[config.mk]
export PLATFORM = sky130hd
export DESIGN_NAME = agc_rt_sequencer_flat
export DESIGN_NICKNAME = d
export VERILOG_FILES = /design/src/rtl/agc_rt_sequencer_pkg.sv /design/src/rtl/agc_rt_sequencer_if.sv /design/src/rtl/agc_rt_sequencer_tp_counter.sv /design/src/rtl/agc_rt_sequencer.sv /design/src/flat_wrapper.sv
export SDC_FILE = /design/constraint.sdc
export NUM_CORES = 1
export LEC_CHECK = 0
export CAP_MARGIN = 5
export CORE_MARGIN = 2
export CORE_UTILIZATION = 26
export CTS_CLUSTER_DIAMETER = 150
export DETAILED_ROUTE_END_ITERATION = 8
export SLEW_MARGIN = 20
export SYNTH_ARGS = -nofsm -noshare
export SYNTH_HDL_FRONTEND = slang
export SYNTH_HIERARCHICAL = 1
export SYNTH_SLANG_ARGS = --single-unit
[constraint.sdc]
create_clock -name CLOCK -period 6 [get_ports CLOCK]
set_clock_uncertainty 0.2 [all_clocks]
set_input_delay 1.2 -clock CLOCK [delete_from_list [all_inputs] [get_ports CLOCK]]
set_output_delay 1.2 -clock CLOCK [all_outputs]
set_load 0.1 [all_outputs]
[src/rtl/agc_rt_sequencer_pkg.sv]
// Shared types for the A/L/Q/Z/B/G/X/Y register-transfer sequencer: opcodes,
// timepulse numbers, gate-vector bit positions and the per-op gate decode table.
package agc_rt_sequencer_pkg;

  typedef enum logic [2:0] {
    OP_NOP  = 3'd0,
    OP_CA   = 3'd1,
    OP_CS   = 3'd2,
    OP_AD   = 3'd3,
    OP_TS   = 3'd4,
    OP_XCH  = 3'd5,
    OP_INCR = 3'd6,
    OP_RSV  = 3'd7
  } op_e;

  typedef enum logic [3:0] {
    TP01 = 4'd1, TP02 = 4'd2, TP03 = 4'd3, TP04 = 4'd4,
    TP05 = 4'd5, TP06 = 4'd6, TP07 = 4'd7, TP08 = 4'd8,
    TP09 = 4'd9, TP10 = 4'd10, TP11 = 4'd11, TP12 = 4'd12
  } tp_e;

  typedef enum logic [1:0] {
    S_IDLE = 2'd0,
    S_EXEC = 2'd1,
    S_HOLD = 2'd2
  } seq_state_e;

  // Gate vector is active-high internally; the slice-facing strobes are inverted at the ports.
  localparam int GV_W     = 11;
  localparam int GI_RAG   = 0;
  localparam int GI_RBLG  = 1;
  localparam int GI_RCG   = 2;
  localparam int GI_RGG   = 3;
  localparam int GI_RULOG = 4;
  localparam int GI_WAG   = 5;
  localparam int GI_WBG   = 6;
  localparam int GI_WG1G  = 7;
  localparam int GI_WYDG  = 8;
  localparam int GI_A2XG  = 9;
  localparam int GI_PONEX = 10;

  typedef logic [GV_W-1:0] gate_vec_t;

  // Read-side gates (incl. A2X and PONEX) span the whole timepulse; write gates only the write phase.
  function automatic gate_vec_t gate_decode(op_e op, logic [3:0] tp, logic wr_ph);
    gate_vec_t rd;
    gate_vec_t wr;
    rd = '0;
    wr = '0;
    case (op)
      OP_CA, OP_CS, OP_AD, OP_XCH: begin
        if (tp == TP05) begin rd[GI_RGG] = 1'b1; wr[GI_WBG] = 1'b1; end
        if (op == OP_CA && tp == TP07) begin rd[GI_RBLG] = 1'b1; wr[GI_WAG] = 1'b1; end
        if (op == OP_CS && tp == TP07) begin rd[GI_RCG] = 1'b1; wr[GI_WAG] = 1'b1; end
        if (op == OP_AD && tp == TP06) begin
          rd[GI_A2XG] = 1'b1; rd[GI_RBLG] = 1'b1; wr[GI_WYDG] = 1'b1;
        end
        if (op == OP_AD && tp == TP07) begin rd[GI_RULOG] = 1'b1; wr[GI_WAG] = 1'b1; end
        if (op == OP_XCH && tp == TP06) begin rd[GI_RAG] = 1'b1; wr[GI_WG1G] = 1'b1; end
        if (op == OP_XCH && tp == TP07) begin rd[GI_RBLG] = 1'b1; wr[GI_WAG] = 1'b1; end
      end
      OP_TS: begin
        if (tp == TP05) begin rd[GI_RAG] = 1'b1; wr[GI_WG1G] = 1'b1; end
      end
      OP_INCR: begin
        if (tp == TP05) begin rd[GI_RGG] = 1'b1; rd[GI_PONEX] = 1'b1; wr[GI_WYDG] = 1'b1; end
        if (tp == TP06) begin rd[GI_RULOG] = 1'b1; wr[GI_WG1G] = 1'b1; end
      end
      default: ;
    endcase
    return rd | (wr_ph ? wr : '0);
  endfunction

endpackage

[src/rtl/agc_rt_sequencer_if.sv]
// Operation request handshake, timing status and slice gate strobes of the sequencer.
interface agc_rt_sequencer_if;
  import agc_rt_sequencer_pkg::*;

  // Handshake: OPREQ is a level "valid" held with a stable OPCODE until OPACK.
  // The sequencer is "ready" only on the edge that ends TPEND; OPACK then pulses
  // for exactly one clock. A request still high after OPACK is a new request.
  logic       STRT2;
  logic       OPREQ;
  logic [2:0] OPCODE;
  logic       OPACK;
  logic       BUSY;
  logic       OPERR;
  logic [3:0] TPNUM;
  logic       TPEND;
  logic       RAG_, RBLG_, RCG_, RGG_, RULOG_;
  logic       WAG_, WBG_, WG1G_, WYDG_;
  logic       A2XG_;
  logic       PONEX;
  logic [3:0] DBG_PHASE;
  seq_state_e DBG_STATE;

  modport master (
    output STRT2, OPREQ, OPCODE,
    input  OPACK, BUSY, OPERR, TPNUM, TPEND,
    input  RAG_, RBLG_, RCG_, RGG_, RULOG_, WAG_, WBG_, WG1G_, WYDG_, A2XG_, PONEX,
    input  DBG_PHASE, DBG_STATE
  );

  modport slave (
    input  STRT2, OPREQ, OPCODE,
    output OPACK, BUSY, OPERR, TPNUM, TPEND,
    output RAG_, RBLG_, RCG_, RGG_, RULOG_, WAG_, WBG_, WG1G_, WYDG_, A2XG_, PONEX,
    output DBG_PHASE, DBG_STATE
  );

endinterface

[src/rtl/agc_rt_sequencer_tp_counter.sv]
// Free-running phase/timepulse counter (T01..T12) with STRT2 hold at T01/phase 0.
module agc_tp_counter
  import agc_rt_sequencer_pkg::*;
#(
  parameter int PHASES = 2,
  parameter int PW     = $clog2(PHASES)
) (
  input  logic          clk_i,
  input  logic          rst_i,
  input  logic          strt2_i,
  output logic [3:0]    tp_o,
  output logic [PW-1:0] ph_o,
  output logic          tpend_o,
  output logic [3:0]    tp_nxt_o,
  output logic [PW-1:0] ph_nxt_o
);

  localparam logic [PW-1:0] PH_LAST = PW'(PHASES - 1);

  logic [3:0]    tp_q, tp_d;
  logic [PW-1:0] ph_q, ph_d;
  logic          tpend_q, tpend_d;

  always_comb begin
    tp_d = tp_q;
    ph_d = ph_q;
    if (strt2_i) begin
      tp_d = TP01;
      ph_d = '0;
    end else if (ph_q == PH_LAST) begin
      ph_d = '0;
      tp_d = (tp_q == TP12) ? TP01 : tp_q + 4'd1;
    end else begin
      ph_d = ph_q + PW'(1);
    end
    tpend_d = (tp_d == TP12) && (ph_d == PH_LAST);
  end

  always_ff @(posedge clk_i or posedge rst_i) begin
    if (rst_i) begin
      tp_q    <= TP01;
      ph_q    <= '0;
      tpend_q <= 1'b0;
    end else begin
      tp_q    <= tp_d;
      ph_q    <= ph_d;
      tpend_q <= tpend_d;
    end
  end

  assign tp_o     = tp_q;
  assign ph_o     = ph_q;
  assign tpend_o  = tpend_q;
  assign tp_nxt_o = tp_d;
  assign ph_nxt_o = ph_d;

endmodule

[src/rtl/agc_rt_sequencer.sv]
// Register-transfer sequencer: latches one op per memory cycle at TPEND and drives
// registered active-low slice gates from the op table for the following cycle.
module agc_rt_sequencer
  import agc_rt_sequencer_pkg::*;
#(
  parameter int PHASES = 2
) (
  input logic                CLOCK,
  input logic                rst,
  agc_rt_sequencer_if.slave  bus
);

  localparam int            PW      = $clog2(PHASES);
  localparam logic [PW-1:0] PH_LAST = PW'(PHASES - 1);

  logic [3:0]    tp, tp_nxt;
  logic [PW-1:0] ph, ph_nxt;
  logic          tpend;

  agc_tp_counter #(.PHASES(PHASES), .PW(PW)) u_tp_counter (
    .clk_i    (CLOCK),
    .rst_i    (rst),
    .strt2_i  (bus.STRT2),
    .tp_o     (tp),
    .ph_o     (ph),
    .tpend_o  (tpend),
    .tp_nxt_o (tp_nxt),
    .ph_nxt_o (ph_nxt)
  );

  op_e        op_q, op_d;
  logic       ack_q, ack_d;
  logic       operr_q, operr_d;
  logic       busy_q;
  seq_state_e state_q, state_d;
  gate_vec_t  gates_q, gates_d;

  // Code 7 is acknowledged and flagged but runs as a NOP, so BUSY stays low for it.
  always_comb begin
    op_d    = op_q;
    ack_d   = 1'b0;
    operr_d = operr_q;
    if (bus.STRT2) begin
      op_d = OP_NOP;
    end else if (tpend) begin
      ack_d = bus.OPREQ;
      op_d  = OP_NOP;
      if (bus.OPREQ) begin
        if (op_e'(bus.OPCODE) == OP_RSV) operr_d = 1'b1;
        else                             op_d    = op_e'(bus.OPCODE);
      end
    end
  end

  always_comb begin
    state_d = S_IDLE;
    if (bus.STRT2)            state_d = S_HOLD;
    else if (op_d != OP_NOP)  state_d = S_EXEC;
    gates_d = (state_d == S_HOLD) ? '0 : gate_decode(op_d, tp_nxt, ph_nxt == PH_LAST);
  end

  always_ff @(posedge CLOCK or posedge rst) begin
    if (rst) state_q <= S_IDLE;
    else     state_q <= state_d;
  end

  always_ff @(posedge CLOCK or posedge rst) begin
    if (rst) begin
      op_q    <= OP_NOP;
      ack_q   <= 1'b0;
      operr_q <= 1'b0;
      busy_q  <= 1'b0;
      gates_q <= '0;
    end else begin
      op_q    <= op_d;
      ack_q   <= ack_d;
      operr_q <= operr_d;
      busy_q  <= (state_d == S_EXEC);
      gates_q <= gates_d;
    end
  end

  assign bus.OPACK     = ack_q;
  assign bus.BUSY      = busy_q;
  assign bus.OPERR     = operr_q;
  assign bus.TPNUM     = tp;
  assign bus.TPEND     = tpend;
  assign bus.RAG_      = ~gates_q[GI_RAG];
  assign bus.RBLG_     = ~gates_q[GI_RBLG];
  assign bus.RCG_      = ~gates_q[GI_RCG];
  assign bus.RGG_      = ~gates_q[GI_RGG];
  assign bus.RULOG_    = ~gates_q[GI_RULOG];
  assign bus.WAG_      = ~gates_q[GI_WAG];
  assign bus.WBG_      = ~gates_q[GI_WBG];
  assign bus.WG1G_     = ~gates_q[GI_WG1G];
  assign bus.WYDG_     = ~gates_q[GI_WYDG];
  assign bus.A2XG_     = ~gates_q[GI_A2XG];
  assign bus.PONEX     = gates_q[GI_PONEX];
  assign bus.DBG_PHASE = 4'(ph);
  assign bus.DBG_STATE = state_q;

endmodule
[src/flat_wrapper.sv]
// flat-port wrapper written by rule: the top's interface ports become plain ports
module agc_rt_sequencer_flat import agc_rt_sequencer_pkg::*;
#(
  parameter int PHASES = 2
)
  (CLOCK, rst, bus_STRT2, bus_OPREQ, bus_OPCODE, bus_OPACK, bus_BUSY, bus_OPERR, bus_TPNUM, bus_TPEND, bus_RAG_, bus_RBLG_, bus_RCG_, bus_RGG_, bus_RULOG_, bus_WAG_, bus_WBG_, bus_WG1G_, bus_WYDG_, bus_A2XG_, bus_PONEX, bus_DBG_PHASE, bus_DBG_STATE);
  agc_rt_sequencer_if bus_i ();
  input logic CLOCK;
  input logic rst;
  input wire logic [$bits(bus_i.STRT2)-1:0] bus_STRT2;
  input wire logic [$bits(bus_i.OPREQ)-1:0] bus_OPREQ;
  input wire logic [$bits(bus_i.OPCODE)-1:0] bus_OPCODE;
  output wire logic [$bits(bus_i.OPACK)-1:0] bus_OPACK;
  output wire logic [$bits(bus_i.BUSY)-1:0] bus_BUSY;
  output wire logic [$bits(bus_i.OPERR)-1:0] bus_OPERR;
  output wire logic [$bits(bus_i.TPNUM)-1:0] bus_TPNUM;
  output wire logic [$bits(bus_i.TPEND)-1:0] bus_TPEND;
  output wire logic [$bits(bus_i.RAG_)-1:0] bus_RAG_;
  output wire logic [$bits(bus_i.RBLG_)-1:0] bus_RBLG_;
  output wire logic [$bits(bus_i.RCG_)-1:0] bus_RCG_;
  output wire logic [$bits(bus_i.RGG_)-1:0] bus_RGG_;
  output wire logic [$bits(bus_i.RULOG_)-1:0] bus_RULOG_;
  output wire logic [$bits(bus_i.WAG_)-1:0] bus_WAG_;
  output wire logic [$bits(bus_i.WBG_)-1:0] bus_WBG_;
  output wire logic [$bits(bus_i.WG1G_)-1:0] bus_WG1G_;
  output wire logic [$bits(bus_i.WYDG_)-1:0] bus_WYDG_;
  output wire logic [$bits(bus_i.A2XG_)-1:0] bus_A2XG_;
  output wire logic [$bits(bus_i.PONEX)-1:0] bus_PONEX;
  output wire logic [$bits(bus_i.DBG_PHASE)-1:0] bus_DBG_PHASE;
  output wire logic [$bits(bus_i.DBG_STATE)-1:0] bus_DBG_STATE;
  assign bus_i.STRT2 = bus_STRT2;
  assign bus_i.OPREQ = bus_OPREQ;
  assign bus_i.OPCODE = bus_OPCODE;
  assign bus_OPACK = bus_i.OPACK;
  assign bus_BUSY = bus_i.BUSY;
  assign bus_OPERR = bus_i.OPERR;
  assign bus_TPNUM = bus_i.TPNUM;
  assign bus_TPEND = bus_i.TPEND;
  assign bus_RAG_ = bus_i.RAG_;
  assign bus_RBLG_ = bus_i.RBLG_;
  assign bus_RCG_ = bus_i.RCG_;
  assign bus_RGG_ = bus_i.RGG_;
  assign bus_RULOG_ = bus_i.RULOG_;
  assign bus_WAG_ = bus_i.WAG_;
  assign bus_WBG_ = bus_i.WBG_;
  assign bus_WG1G_ = bus_i.WG1G_;
  assign bus_WYDG_ = bus_i.WYDG_;
  assign bus_A2XG_ = bus_i.A2XG_;
  assign bus_PONEX = bus_i.PONEX;
  assign bus_DBG_PHASE = bus_i.DBG_PHASE;
  assign bus_DBG_STATE = bus_i.DBG_STATE;
  agc_rt_sequencer #(.PHASES(PHASES)) u_core (.CLOCK(CLOCK), .rst(rst), .bus(bus_i));
endmodule
=== Yosys cells after proc, flatten, opt, wreduce, memory -nomap -nowiden ===
Index checks and enable logic that the tools add are counted.

* Register bits after elaboration: 25
* Bits of input ports: 7

* Add/subtract/negate cells: 2
* Eq/ne operators: 14
* Mux-type cells: 35
* Bitwise gates (word level): 12
* Reductions and logical operators: 10

{| class="wikitable"
|+ Operators by type and width
! cell !! count
|-
| $mux 1 || 19
|-
| $eq 3x3->1 const B || 4
|-
| $eq 4x3->1 const B || 3
|-
| $mux 3 || 4
|-
| $mux 4 || 3
|-
| $mux 11 || 1
|-
| $not 1->1 || 11
|-
| $or 11x11->11 || 1
|-
| $mux 9 || 1
|-
| $eq 4x4->1 const B || 2
|-
| $logic_and 1x1->1 || 7
|-
| $eq 3x2->1 const B || 2
|-
| $mux 2 || 3
|-
| $add 4x1->4 const B || 1
|-
| $pmux 1 s2 || 2
|-
| $pmux 2 s2 || 1
|-
| $reduce_and 4->1 || 1
|-
| $reduce_or 4->1 || 1
|-
| $eq 3x1->1 const B || 1
|-
| $pmux 1 s3 || 1
|-
| $reduce_bool 3->1 || 1
|-
| $eq 2x1->1 const B || 1
|-
| $eq 2x2->1 const B || 1
|-
| $add 1x1->1 const B || 1
|}

=== Logic depth before layout (Yosys ltp) ===
* Depth after elaboration: 15
* Gate-level depth with buffers: 9

=== By module ===
The synthesis kept the hierarchy.

{| class="wikitable"
|+ By module, submodules not included
! module !! times used !! cells each !! area an instance (um^2) !! sequential area each (um^2)
|-
| agc_rt_sequencer || 1 || 88 || 878.3 || 450.4
|-
| agc_tp_counter || 1 || 27 || 277.8 || 151.4
|}

=== Worst setup path before layout ===
Ideal clock, no wire load.

* Path kind: register to register
* Start: reg u_core.u_tp_counter.tp_q[1] (netlist: u_core/u_tp_counter/tp_o[1])
* End: reg u_core.gates_q[0]
* Library setup time: 0.112 ns
* Data arrival time: 2.567 ns
* Data required time: 5.688 ns
* Path slack: 3.121 ns
* Stages on the path, launching flop included: 10
* Path buffers: 0
* Clock period less this slack: 2.879 ns
* Cell sequence: dfrtp_1 inv_1 ha_1 a21oi_1 nor2_1 nor3_1 nor2b_1 nand3b_1 or2_1 a2111oi_2

* Word-level cells in the longest chain between the ends: 10
* Elaborated cells between the ends (all ways): 13

{| class="wikitable"
|+ RTL lines
! item !! RTL line !! source
|-
| start: declaration || agc_rt_sequencer_tp_counter.sv:20 || <nowiki>logic [3:0] tp_q, tp_d;</nowiki>
|-
| start signal: assignment || agc_rt_sequencer_tp_counter.sv:45 || <nowiki>tp_q <= tp_d;</nowiki>
|-
| $add 4x1->4 / $eq 4x4->1 (equally long branches) || agc_rt_sequencer_tp_counter.sv:32 || <nowiki>tp_d = (tp_q == TP12) ? TP01 : tp_q + 4'd1;</nowiki>
|-
| $mux 4 (*) || agc_rt_sequencer_tp_counter.sv:32 ||
|-
| $mux 4 (*) || agc_rt_sequencer_tp_counter.sv:30 || <nowiki>end else if (ph_q == PH_LAST) begin</nowiki>
|-
| $mux 4 (*) || agc_rt_sequencer_tp_counter.sv:27 || <nowiki>if (strt2_i) begin</nowiki>
|-
| net u_core.tp_nxt[2] || agc_rt_sequencer.sv:16 || <nowiki>logic [3:0] tp, tp_nxt;</nowiki>
|-
| $eq 4x3->1 || agc_rt_sequencer_pkg.sv:59 || <nowiki>if (op == OP_XCH && tp == TP06) begin rd[GI_RAG] = 1'b1; wr[GI_WG1G] = 1'b1; end</nowiki>
|-
| $logic_and 1x1->1 || agc_rt_sequencer_pkg.sv:59 ||
|-
| $mux 1 || agc_rt_sequencer_pkg.sv:59 ||
|-
| $pmux 1 s2 (*) || agc_rt_sequencer_pkg.sv:50 || <nowiki>case (op)</nowiki>
|-
| $or 11x11->11 (*) || agc_rt_sequencer_pkg.sv:71 || <nowiki>return rd | (wr_ph ? wr : '0);</nowiki>
|-
| $mux 11 (*) || agc_rt_sequencer.sv:59 || <nowiki>gates_d = (state_d == S_HOLD) ? '0 : gate_decode(op_d, tp_nxt, ph_nxt == PH_LAST);</nowiki>
|-
| net u_core.gates_d[0] || agc_rt_sequencer.sv:36 || <nowiki>gate_vec_t gates_q, gates_d;</nowiki>
|-
| end signal: assignment || agc_rt_sequencer.sv:79 || <nowiki>gates_q <= gates_d;</nowiki>
|-
| end: declaration || agc_rt_sequencer.sv:36 ||
|}

Mark *: on every way through the listed nets, which the timed path passes. The rest lies on a longest branch.
A chain may end at the register's enable or synchronous reset.

=== Worst setup path after layout ===
* Start: reg u_core.u_tp_counter.tp_q[0] (netlist: u_core/u_tp_counter/tp_o[0])
* End: out bus_TPNUM[0]

{| class="wikitable"
|+ RTL lines
! item !! RTL line !! source
|-
| end: declaration || flat_wrapper.sv:16 || <nowiki>output wire logic [$bits(bus_i.TPNUM)-1:0] bus_TPNUM;</nowiki>
|}

No word-level cell between the ends.

==> qor.txt <==
max cap viols: 0
Worst Hold End: u_core/bus.OPERR$_DFFE_PP0P_
met3 usage: 1.99%
Worst setup EP type: primary output
clock root buffer: clkbuf_8
slowest stage delay, CP: 1.16 ns
Post-CTS Setup Repair Bufs: 0
GRT overflow: 0
FF-to-FF Start: u_core/u_tp_counter/tp_o[0]$_DFF_PP1_
Worst slew margin: 35.0%
Post-Syn Area per Cell: 10.1 um2
Final Hold Fails: 0
final setup margin: 2.58 ns
later-pin clock latency in the skew report: 0.26 ns
Tmin final: 3.42 ns
CTS clk-pin slew, worst paths: 0.08 ns
initial antenna violation count: 0
Crit Path Max Fanout: 6
Hold Path Class: register to register
sequential-to-total area share from yosys stat: 52.1%
FF+latch count, synth: 24
Crit Path Class: register to primary output
die height: 70.7 um
fin. max-slew vios: 0
DR vias: 887
Antenna Nets Post-Route: 0
Via density: 4.57
Post-synth EDFFs: 0
HPWL after detailed placement: 1800 um
vias in the first global route: 891
RePlAce Congestion: 0.770
Initial DRC Count: 18
Final Non-Filler Cells: 194
diode count: 0
worst r2r path cells: 9
Pre-antenna DRT Iters: 4
GR Util met2: 16.5%
Fmax: 0.292 GHz
I/O pins: 32
Tcrit/Tclk final: 57.1%
delay-heaviest family, CP: buffers and inverters
final setup vio count: 0
first-pass GRT wire length: 4030 um
leakage: 0.626 nW
starting density of the core: 26.7%
GRT Overall Usage: 9.99%
drt total wl: 2380 um
status: finished, final reports clean
WP buf/inv: 1
Total Nets Final: 152
cts repair resizes: 0
commonest cells after routing, fill and taps aside: 28 x clkdlybuf4s50_1, 23 x dfrtp_1, 13 x inv_1
dpl ws: 2.40 ns
post-DR wirelength/cell: 12.3 um
area grow syn2layout: 31.0%
crit path launch type: register
Row Count: 24
PwrDens: 220 nW/um2
share of cells above drive strength 1: 7.04%
Crit path required time: 4.60 ns
Critical Path Slowest Stage Cell: clkdlybuf4s50_1
clock tree buffer depth: 2
Placed Instances: 190
largest net degree at the start of global routing: 19
hold path cells: 1
worst-path cell chain: clkdlybuf4s50_1
die area: 5000 um2
Worst EP arrival: 2.02 ns
VDD IR-drop max: 96.0 uV
global route hottest layer: met2
worst slew pin tran: 0.972 ns
Netlist cell types: 38
total power: 0.334 mW
gate count of the mapped netlist: 115
HP Start: u_core/bus.OPERR$_DFFE_PP0P_
reg2reg setup slack: 3.34 ns
Die W: 70.7 um
drc violations: 0
cts hold-fix bufs: 0
core area: 4320 um2
Yosys Warn Count: 6
Main synth FF type: dfrtp_1
async set-or-reset flop fraction in the synthesized netlist: 100%
CTS tree: built
clk sink count: 24
H-tree depth: 1
RSZ-0062 raised after global routing: no
most common cell after layout, fill and taps aside: clkdlybuf4s50_1
IO Port Bufs: 28
met1 Use GR: 12.9%
CTS buffer count: 3
setup TNS: 0 ns
Syn Std Cell Area: 1160 um2
worst r2r dst: u_core/gates_q[0]$_DFF_PP0_
==> routing by layer <==
layer | routed length (um) | up-vias
li1 | - | 434
met1 | 1080 | 429
met2 | 1190 | 22
met3 | 99 | 2
met4 | 12 | 0
met5 | 0 | -
==> Yosys cell counts (4+ instances only) <==
library cell  instances  area (um2)
buf_4                 6        45.0
nor2_1                7        26.3
nand2_1               9        33.8
a21oi_1               6        30.0
nor3_1                5        25.0
dfrtp_1              23         576
nor2b_1               5        31.3
nand2b_1              4        25.0
inv_1                13        48.8
nand3_1               4        20.0
==> state kept, by name, summed over array words and instances, names as in the netlist <==
register                     cells
u_core/u_tp_counter/ph_o         1
u_core/u_tp_counter/tp_o         4
u_core/bus.OPERR                 1
u_core/gates_q                  11
u_core/bus.DBG_STATE             2
u_core/op_q                      3
u_core/u_tp_counter/tpend_o      1
u_core/bus.OPACK                 1
==> cell families (layout without fill, tap and decap cells) <==
logic type | count (synthesis) | after routing | synth area share (%)
other | 1 | 3 | 0.324
buffers and inverters | 21 | 46 | 8.87
multiplexers | 2 | 2 | 1.73
flip-flops | 24 | 24 | 52.1
AO/OA/AOI/OAI | 19 | 19 | 13.1
XOR/XNOR | 1 | 1 | 0.758
AND/OR/NAND/NOR | 45 | 45 | 21.0
adder cells (fa/ha/maj) | 2 | 2 | 2.16
==> how the worst max path moves through the flow <==
stage	from	endpoint	depth (start not counted)
after detailed placement	bus_STRT2	u_core/gates_q[0]$_DFF_PP0_	6
after global routing	bus_STRT2	u_core/gates_q[0]$_DFF_PP0_	6
after global placement	bus_STRT2	u_core/gates_q[0]$_DFF_PP0_	6
after floorplan	u_core/u_tp_counter/tp_o[1]$_DFF_PP0_	u_core/gates_q[0]$_DFF_PP0_	9
final	u_core/u_tp_counter/tp_o[0]$_DFF_PP1_	bus_TPNUM[0]	1
after CTS	u_core/u_tp_counter/tp_o[0]$_DFF_PP1_	bus_TPNUM[0]	1
==> report_power, final <==
group / internal (mW) / total (mW) / switching (mW)
clock: 0.0584 / 0.106 / 0.0479
sequential: 0.165 / 0.169 / 0.00445
combinational: 0.0140 / 0.0580 / 0.0440
total: 0.237 / 0.334 / 0.0964
==> area by class of cell <==
cell class / instances / area [um2]
timing repair buffer: 28 / 280
clock buffer: 4 / 55.1
fill: 454 / 2810
sequential: 24 / 602
inverter: 14 / 52.6
multi-input combinational: 72 / 459
tap: 52 / 65.1
==> per-stage QoR <==
stage / area [um2] / hold slack, ns / util [%]
after detailed placement: 1460 / 0.272 / 33.7
final: 1510 / 0.288 / 35.0
after global routing: 1510 / 0.348 / 35.0
after floorplan: 1160 / 0.345 / -
after global placement: 1460 / 0.276 / 33.7
after CTS: 1510 / 0.291 / 35.0
(Power assumes the default switching activity.)
==> patch (same flow settings) <==
`PHASES` is set to 2 in 3 places; all go to 4.
--- a/src/rtl/agc_rt_sequencer_tp_counter.sv
+++ b/src/rtl/agc_rt_sequencer_tp_counter.sv
@@ -4,3 +4,3 @@
 #(
-  parameter int PHASES = 2,
+  parameter int PHASES = 4,
   parameter int PW     = $clog2(PHASES)
--- a/src/rtl/agc_rt_sequencer.sv
+++ b/src/rtl/agc_rt_sequencer.sv
@@ -5,3 +5,3 @@
 #(
-  parameter int PHASES = 2
+  parameter int PHASES = 4
 ) (
--- a/src/flat_wrapper.sv
+++ b/src/flat_wrapper.sv
@@ -3,3 +3,3 @@
 #(
-  parameter int PHASES = 2
+  parameter int PHASES = 4
 )
Formal check against the unedited RTL: not equivalent (a bounded check fails within 4 cycles, from zero or initial values and one cycle with rst high).
==> patch against the original RTL <==
- sequential share of layout area decreased by 1.3 points
- sequential power is 2% higher
- final area grew 7.6%
- power down 4.3%
- setup slack lost 16 ps
- area after synthesis increased by 10%
- synthesized cell count up 6.1%
- wire length grew 11%
- cell count up 11%
- hold slack lost 19 ps
- sequential cell count rose by 1
- critical path type unchanged
- largest cell class unchanged
- largest power group unchanged
==> patch: results (changes against the original RTL) <==
- Outcome: finished clean
- Fillers: 485 (+6.8%)
- Antenna cells: 0 (unchanged)
- Metal3 WL: 174 um (+76%)
- Top Layer Used: met4
- Number of synthesis warnings: 6 (unchanged)
- Share of layout cells above drive strength 1: 0.09396 (+0.02354)
- Crit path max fanout: 11 (+5)
- GP Congestion: 0.8371 (+8.7%)
- Vias/cell: 4.630 (+1.3%)
- Met2 wire len: 1275 um (+7.5%)
- Initial antenna violation count: 0 (unchanged)
- Vias in the first global route: 1,020 (+14%)
- Worst Hold Class: reg -> reg
- 1st-pass router iterations: 4 (unchanged)
- M1 wire length: 1155 um (+6.7%)
- Lkg Pwr: 0.6748 nW (+7.8%)
- Nets: 160 (+5.3%)
- Reg-to-Reg Start: u_core/u_tp_counter/tp_o[0]
- Asr flop ratio synth: 1.000 (unchanged)
- Post-synthesis cell type count: 37 (-2.6%)
- RR Endpoint: u_core/gates_q[0]
- Worst R2R Setup Slack: 3380 ps (+40 ps)
- Final HPWL DP: 1990 um (+11%)
- Slowest stage cell, crit path: clkdlybuf4s50_1
- Worst vdd ir: 75.68 uV (-21%)
- Detailed router's first-iteration violation count: 72 (+54)
- CTS resizes: 0 (unchanged)
- Synth top area cells: dfrtp_1, inv_1, a41oi_2
- Max reg flops: 11 (unchanged)
- GRT Overall Usage: 0.1104 (+0.01057)
- IO buf count: 29 (+3.6%)
- DRT Wirelength: 2640 um (+11%)
- First-pass GRT wire length: 4726 um (+17%)
- Clock Path Buffers: 2 (unchanged)
- Top reg by flops: u_core/gates_q
- Post-synth top cells: dfrtp_1, inv_1, nand2_1
- Clk_lat worst skew: 260 ps (about the same)
- Post-CTS Setup Bufs: 0 (unchanged)
- Hold depth: 1 (unchanged)
- Worst slew margin: 0.3502 (about the same)
- Root Buffer: clkbuf_8
- Post-synthesis sequential area ratio: 0.4921 (-0.02842)
- CP max stage delay: 1210 ps (+50 ps)
==> patch: cell count changes after synthesis, sizes merged, moves of 3 or more <==
cell,unedited run,this run
a21oi,6,2
nand2,9,13
nand2b,4,0
a41o,1,4
nand3,4,7
nor3,5,2
==> patch: power breakdown <==
part / internal (mW) / leakage, nW / total (mW) / switching (mW)
Clock: 0.0474 / 0.0228 / 0.0957 / 0.0483
Sequential: 0.171 / 0.341 / 0.173 / 0.00247
Combinational: 0.0115 / 0.311 / 0.0501 / 0.0386
==> patch: stage by stage <==
| step | util | cell area (um2) | hold slack (ps) | cells | setup WS (ps) |
|---|---|---|---|---|---|
| finish | 0.3449 | 1629 | 269.0 | 216 | 2560 |
| global route | 0.3449 | 1629 | 305.3 | 216 | 2472 |
| CTS | 0.3449 | 1629 | 273.4 | 216 | 2541 |
| detailed placement | 0.3354 | 1584 | 256.7 | 212 | 2390 |
| global placement | 0.3354 | 1584 | 247.5 | 212 | 2467 |
| floorplan | - | 1277 | 491.5 | 123 | 3042 |
==> patch: worst max path at each step <==
| stage | start | endpoint | slack [ps] |
|---|---|---|---|
| 2_1_floorplan | u_core/u_tp_counter/ph_o[0] | u_core/gates_q[8] | 3040 |
| 3_3_place_gp | bus_STRT2 | u_core/gates_q[8] | 2470 |
| 3_5_place_dp | bus_STRT2 | u_core/gates_q[0] | 2390 |
| 4_1_cts | u_core/u_tp_counter/tpend_o | bus_TPEND | 2540 |
| 5_1_grt | u_core/u_tp_counter/tpend_o | bus_TPEND | 2470 |
| 6_report | u_core/u_tp_counter/tpend_o | bus_TPEND | 2560 |
==> patch: area by class of cell <==
type	count	area [um2]	share of cell area
multi-input combinational	75	523.0	0.3210
clock buffer	4	45.04	0.02765
sequential	25	626.9	0.3848
inverter	16	60.06	0.03687
timing repair buffer	29	290.3	0.1782
tap	67	83.83	0.05146
==> patch: cell families after synthesis <==
group | synth area share
AND/OR/NAND/NOR | 0.1837
flip-flops | 0.4921
XOR/XNOR | 0.02063
multiplexers | 0.007859
AO/OA/AOI/OAI | 0.1631
adder cells (fa/ha/maj) | 0.02947
buffers and inverters | 0.1002
other | 0.002944
==> patch: layer usage <==
layer | GRT usage | up-vias
met2 | 0.1825 | 37
met1 | 0.1363 | 488
li1 | - | 471
met4 | 0.03434 | 0
met5 | 0 | -
met3 | 0.03794 | 4
